--- config.mk ---
export PLATFORM = sky130hd
export DESIGN_NAME = sync_edge_filter
export DESIGN_NICKNAME = d
export VERILOG_FILES = /design/src/rtl/sync_edge_filter.sv
export SDC_FILE = /design/constraint.sdc
export NUM_CORES = 1
export LEC_CHECK = 0
export BUFFER_PORTS_ARGS = -buffer_cell sky130_fd_sc_hd__buf_4
export CELL_PAD_IN_SITES_DETAIL_PLACEMENT = 1
export CELL_PAD_IN_SITES_GLOBAL_PLACEMENT = 1
export CORE_UTILIZATION = 35
export DETAILED_ROUTE_END_ITERATION = 10
export HOLD_SLACK_MARGIN = 0.03
export PLACE_DENSITY_LB_ADDON = 0.15
export REMOVE_ABC_BUFFERS = 1
export SLEW_MARGIN = 10
export SYNTH_ARGS = -nofsm -noshare
export SYNTH_HDL_FRONTEND = slang
export SYNTH_SLANG_ARGS = --single-unit
--- constraint.sdc ---
create_clock -name clk -period 4.3 [get_ports clk]
set_input_delay 0.215 -clock clk [delete_from_list [all_inputs] [get_ports clk]]
set_output_delay 0.215 -clock clk [all_outputs]
set_load 0.01 [all_outputs]
--- src/rtl/sync_edge_filter.sv ---
// Debounces a synchronized level and reports each accepted edge as a pulse
// and as an event in a one-entry valid/ready holding register.
module sync_edge_filter #(
  parameter logic        INIT     = 1'b0,
  parameter int unsigned FILTER_W = 8,
  parameter int unsigned CNT_W    = 16
) (
  input  logic                clk,
  input  logic                rst_n,
  input  logic                s_in,
  input  logic [FILTER_W-1:0] cfg_filt_len,
  output logic                f_out,
  output logic                rise_pulse,
  output logic                fall_pulse,
  output logic                evt_valid,
  input  logic                evt_ready,
  output logic                evt_edge,
  output logic [CNT_W-1:0]    evt_seq,
  output logic                evt_ovf,
  input  logic                evt_ovf_clr
);

  logic [FILTER_W-1:0] cnt_q, cnt_d;
  logic                f_q, f_d;
  logic                rise_q, rise_d;
  logic                fall_q, fall_d;
  logic [CNT_W-1:0]    edge_cnt_q, edge_cnt_d;
  logic                evt_valid_q, evt_valid_d;
  logic                evt_edge_q, evt_edge_d;
  logic [CNT_W-1:0]    evt_seq_q, evt_seq_d;
  logic                evt_ovf_q, evt_ovf_d;
  logic                mismatch;
  logic                accept;
  logic                drop;

  always_comb begin
    mismatch    = (s_in != f_q);
    accept      = mismatch && (cnt_q >= cfg_filt_len);
    drop        = 1'b0;
    cnt_d       = cnt_q;
    f_d         = f_q;
    rise_d      = 1'b0;
    fall_d      = 1'b0;
    edge_cnt_d  = edge_cnt_q;
    evt_valid_d = evt_valid_q;
    evt_edge_d  = evt_edge_q;
    evt_seq_d   = evt_seq_q;
    evt_ovf_d   = evt_ovf_q;

    // cnt only grows while below cfg_filt_len, so it cannot wrap
    if (!mismatch || accept) begin
      cnt_d = '0;
    end else begin
      cnt_d = cnt_q + FILTER_W'(1);
    end

    if (accept) begin
      f_d        = s_in;
      rise_d     = s_in;
      fall_d     = ~s_in;
      edge_cnt_d = edge_cnt_q + CNT_W'(1);
      if (!evt_valid_q || evt_ready) begin
        evt_valid_d = 1'b1;
        evt_edge_d  = s_in;
        evt_seq_d   = edge_cnt_d;
      end else begin
        drop = 1'b1;
      end
    end else if (evt_valid_q && evt_ready) begin
      evt_valid_d = 1'b0;
    end

    // A drop in the same cycle as a clear keeps the flag set
    if (drop) begin
      evt_ovf_d = 1'b1;
    end else if (evt_ovf_clr) begin
      evt_ovf_d = 1'b0;
    end
  end

  always_ff @(posedge clk or negedge rst_n) begin
    if (!rst_n) begin
      cnt_q       <= '0;
      f_q         <= INIT;
      rise_q      <= 1'b0;
      fall_q      <= 1'b0;
      edge_cnt_q  <= '0;
      evt_valid_q <= 1'b0;
      evt_edge_q  <= 1'b0;
      evt_seq_q   <= '0;
      evt_ovf_q   <= 1'b0;
    end else begin
      cnt_q       <= cnt_d;
      f_q         <= f_d;
      rise_q      <= rise_d;
      fall_q      <= fall_d;
      edge_cnt_q  <= edge_cnt_d;
      evt_valid_q <= evt_valid_d;
      evt_edge_q  <= evt_edge_d;
      evt_seq_q   <= evt_seq_d;
      evt_ovf_q   <= evt_ovf_d;
    end
  end

  assign f_out      = f_q;
  assign rise_pulse = rise_q;
  assign fall_pulse = fall_q;
  assign evt_valid  = evt_valid_q;
  assign evt_edge   = evt_edge_q;
  assign evt_seq    = evt_seq_q;
  assign evt_ovf    = evt_ovf_q;

endmodule
# Yosys cells after proc, flatten, opt, wreduce, memory -nomap -nowiden
# Index checks and enable logic that the tools add are counted.
# totals
out_inout_bits	22
n_memories	0
rom_bits	0
wordCells	35
ramBits	0
latch_bits	0
ff_bits	46
# classes
eq_ne	2
n_bitwise	1
n_div	0
reduce_logical	10
n_addsub	2
mul	0
magnitude_cmp	1
n_shift	0
muxes	10
# op_table
op	count
$add 16x1->16 const B	1
$mux 1	9
$add 8x1->8 const B	1
$ge 8x8->1	1
$mux 8	1
$reduce_and 2->1	2
$reduce_bool 2->1	2
$logic_and 1x1->1	2
$logic_not 1->1	2
$logic_or 1x1->1	2
$ne 2x1->1 const B	1
$ne 1x1->1	1
$not 1->1	1

# Longest topological paths before layout
# depth
ltp_word	5
ltp_mapped	9
ltp_nobuf	7

# Least setup slack after synthesis
# Ideal clock, no wire load.
# synth_timing
kind	register to register
startpoint	reg cnt_q[0]
endpoint	reg evt_seq_q[10], in the netlist evt_seq[10]
synth_period_minus_slack_ps	2319
setup_time_ps	125
path_stages_with_launch	10
slack_ps	1981
required_time_ps	4175
arrival_time_ps	2194
path_cell_list	dfrtp_1 > inv_1 > ha_1 > nand2b_1 > a2111oi_0 > o32a_1 > nand2b_1 > buf_4 > buf_6 > mux2_4
# synth_via
elab_chain_cells	3
# synth_rtl
item	line	text
start, declared	23	logic [FILTER_W-1:0] cnt_q, cnt_d;
start signal, assigned	93	cnt_q <= cnt_d;
$ge 8x8->1	38	accept = mismatch && (cnt_q >= cfg_filt_len);
$logic_and 1x1->1	38	
$reduce_and 2->1 (no line)	-	
end signal, assigned	100	evt_seq_q <= evt_seq_d;
end, declared	30	logic [CNT_W-1:0] evt_seq_q, evt_seq_d;
# Every way passes these cells.
# A chain may end at the register's enable or synchronous reset.

# Final worst setup path
# layout_timing
startpoint	reg cnt_q[0]
endpoint	reg evt_seq_q[5], in the netlist evt_seq[5]
# Same word-level chain as after synthesis.

==> metrics.txt <==
status complete, no violations; Layout area overhead 19.00%; diodes inserted 0; total core area around 0.0063 mm²; Resize count post-CTS 0; setup slack, reg-to-reg around 1.1 ns; Post-DRT Antenna Nets 0; largest family of logic cells by synthesized area XOR/XNOR gates; Clock Latency Late Sink a little under 0.3 ns; Fin. Hold Viols 0; first-pass GRT wire length between 7000 and 8000 µm; share of layout cells above drive strength 1 around a quarter; most frequent cells in the layout dfrtp_1 (46), buf_4 (36), nor2_1 (22), xor2_1 (21), xnor2_1 (16); GR Util All Layers between 10% and 20%; CTS Buffer Depth 2; CP max FO 22; Simple-Gate Fraction of Synth Area around an eighth; Slew headroom between 50 and 60%; Pre-antenna DRT Iters 4; CP Capture Type flop; setup TNS 0 ns; grt ovf 0; RSZ-0062 raised after global routing false; slack of the critical path 1.101 ns; Yosys top cell area share a little over 50%; vias in the first global route about 1600; Max-Cap Viols 0; yosys warns 0; # Post-CTS Setup Buffers 0; Die Y-Extent 82.80 µm; Critical Path RT roughly 4.5 ns; delay of the slowest critical-path stage approximately 0.59 ns; Seq/Total Area, Yosys 50.38%; Port Buffers 34; die width just over 80 µm; area fraction in compound gates after synthesis under 10%; average vias per placed instance 4.780; Post-DP HPWL ~3100 µm; number of DRC markers in iteration 0 29; post-synthesis mux area share 8.543%; CP max stage cell a2111oi_0; CP startpoint kind flop; DRT Wirelength about 4300 µm; commonest non-fill, non-tap cell in the layout dfrtp_1; DRC 0; Starting Density 36.19%; Nets between 200 and 300; xor and xnor area share after synthesis 14.18%; leakage 0.001435 µW; synthesized cell area roughly 0.0023 mm²; CTS root buf clkbuf_8; pre-CTS WS roughly 1.1 ns; CTS tree built; min cycle time layout 3.199 ns; clock sink count 46; number of H-tree levels 2; cell count after synthesis 202; Vias 1520; Ports 35; Worst-Margin Slew 0.6144 ns; Site Rows 29; cells along the critical path inv_1 -> ha_1 -> nand2b_1 -> a2111oi_0 -> o32a_1 -> buf_4 -> nand2b_1 -> buf_4 -> mux2_2; FF+latch count, synth between 40 and 50; hold buffer count at CTS 1; critical path class reg -> reg; Avg Inst Size Synth roughly 11 µm²; routed len/inst 13.61 µm; final worst-path cycle share between 70% and 80%; routability congestion estimate around 0.71; clk_skew around 0.0043 ns; Buf/Inv on CP 3; worst min path class in -> reg; Clock transition at path regs roughly 0.09 ns; largest cells by area after synthesis dfrtp_1 (50%), xor2_1 (8.1%), xnor2_1 (6.1%), ha_1 (5.5%), mux2_4 (4.6%); largest net degree at the start of global routing 47; adder-cell share of the synthesized area ~5.5%; full die area between 0.006 and 0.007 mm²; peak supply drop about 0.24 mV; count of final setup violators 0; post-synth cell types 33; Synth area leader dfrtp_1; CP top delay family compound AO/OA/AOI/OAI gates; initial antenna violation count 0; achievable clock frequency approximately 310 MHz; crit path DAT 3.38 ns; Max Slew Vio Count 0; Power per Cell Area roughly 340 mW/mm²; total CTS buffers 5
## report_power, final
group	internal (µW)	switching, µW
clock	129	146
sequential	466	38.1
combinational	76.2	73.1
total	671	257
## cell usage after synthesis
library cell,n
and4_1,4
a21oi_1,2
xor2_1,21
and3_1,5
nand2_1,10
nor2_1,22
buf_2,2
ha_1,10
clkbuf_2,1
nand2b_1,6
mux2_4,7
inv_1,10
o31ai_1,1
buf_6,1
o32a_1,1
o31a_1,1
buf_4,1
o21ai_0,6
and2_1,1
nor2b_1,1
dfrtp_1,46
xnor2_1,16
a2111oi_0,1
o21ai_1,1
nor3_1,1
nor3b_1,2
nand3_1,7
mux2_2,8
o22ai_1,1
a2bb2oi_1,1
nand4_1,2
o21a_1,2
clkbuf_1,1
## cell type report
| class | instances | area [µm²] |
|---|---|---|
| Clock buffer | 6 | 82.58 |
| Clock inverter | 2 | 12.51 |
| Fill cell | 726 | 3595 |
| Inverter | 10 | 37.54 |
| Multi-Input combinational cell | 140 | 1059 |
| Sequential cell | 46 | 1151 |
| Tap cell | 77 | 96.34 |
| Timing Repair Buffer | 37 | 280.3 |
## cells by family after synthesis
family / count (synthesis)
and+or+nand+nor: 61
adders and majority gates: 10
xor gates and xnor gates: 37
AOI/OAI and AO/OA: 17
buffers and inverters: 16
DFF: 46
muxes: 15
## layer usage
layer  track usage (%)  up-vias  wire, µm
met5                 0        -         0
met4             6.207        0        59
met3             2.951        4       116
met2             23.69       17      2105
met1             19.01      749      2045
li1                  -      750         -
## per-stage QoR
| step | util (%) | instances | area (µm²) | hold slack [ns] | total power [µW] |
|---|---|---|---|---|---|
| floorplan | - | 196 | 2247 | -0.08059 | 596.4 |
| global placement | 41.40 | 309 | 2614 | 0.2759 | 666.5 |
| detailed placement | 41.40 | 309 | 2614 | 0.2694 | 667.5 |
| CTS | 43.06 | 318 | 2719 | 0.09268 | 948.2 |
| global route | 43.06 | 318 | 2719 | 0.1052 | 993.1 |
| finish | 43.06 | 318 | 2719 | 0.1071 | 928.6 |
## worst paths after layout
check / startpoint / endpoint / cells after the start
setup / recovery: cnt_q[0]$_DFF_PN0_ / evt_seq[5]$_DFFE_PN0P_ / 9
max in group asynchronous: rst_n / edge_cnt_q[13]$_DFFE_PN0P_ / 2
hold reg to reg: edge_cnt_q[15]$_DFFE_PN0P_ / edge_cnt_q[15]$_DFFE_PN0P_ / 1
min in group asynchronous: rst_n / cnt_q[0]$_DFF_PN0_ / 2
setup reg to reg: cnt_q[0]$_DFF_PN0_ / evt_seq[5]$_DFFE_PN0P_ / 9
hold / removal: evt_ovf_clr / evt_ovf$_DFFE_PN0P_ / 2
(Power assumes the default switching activity.)
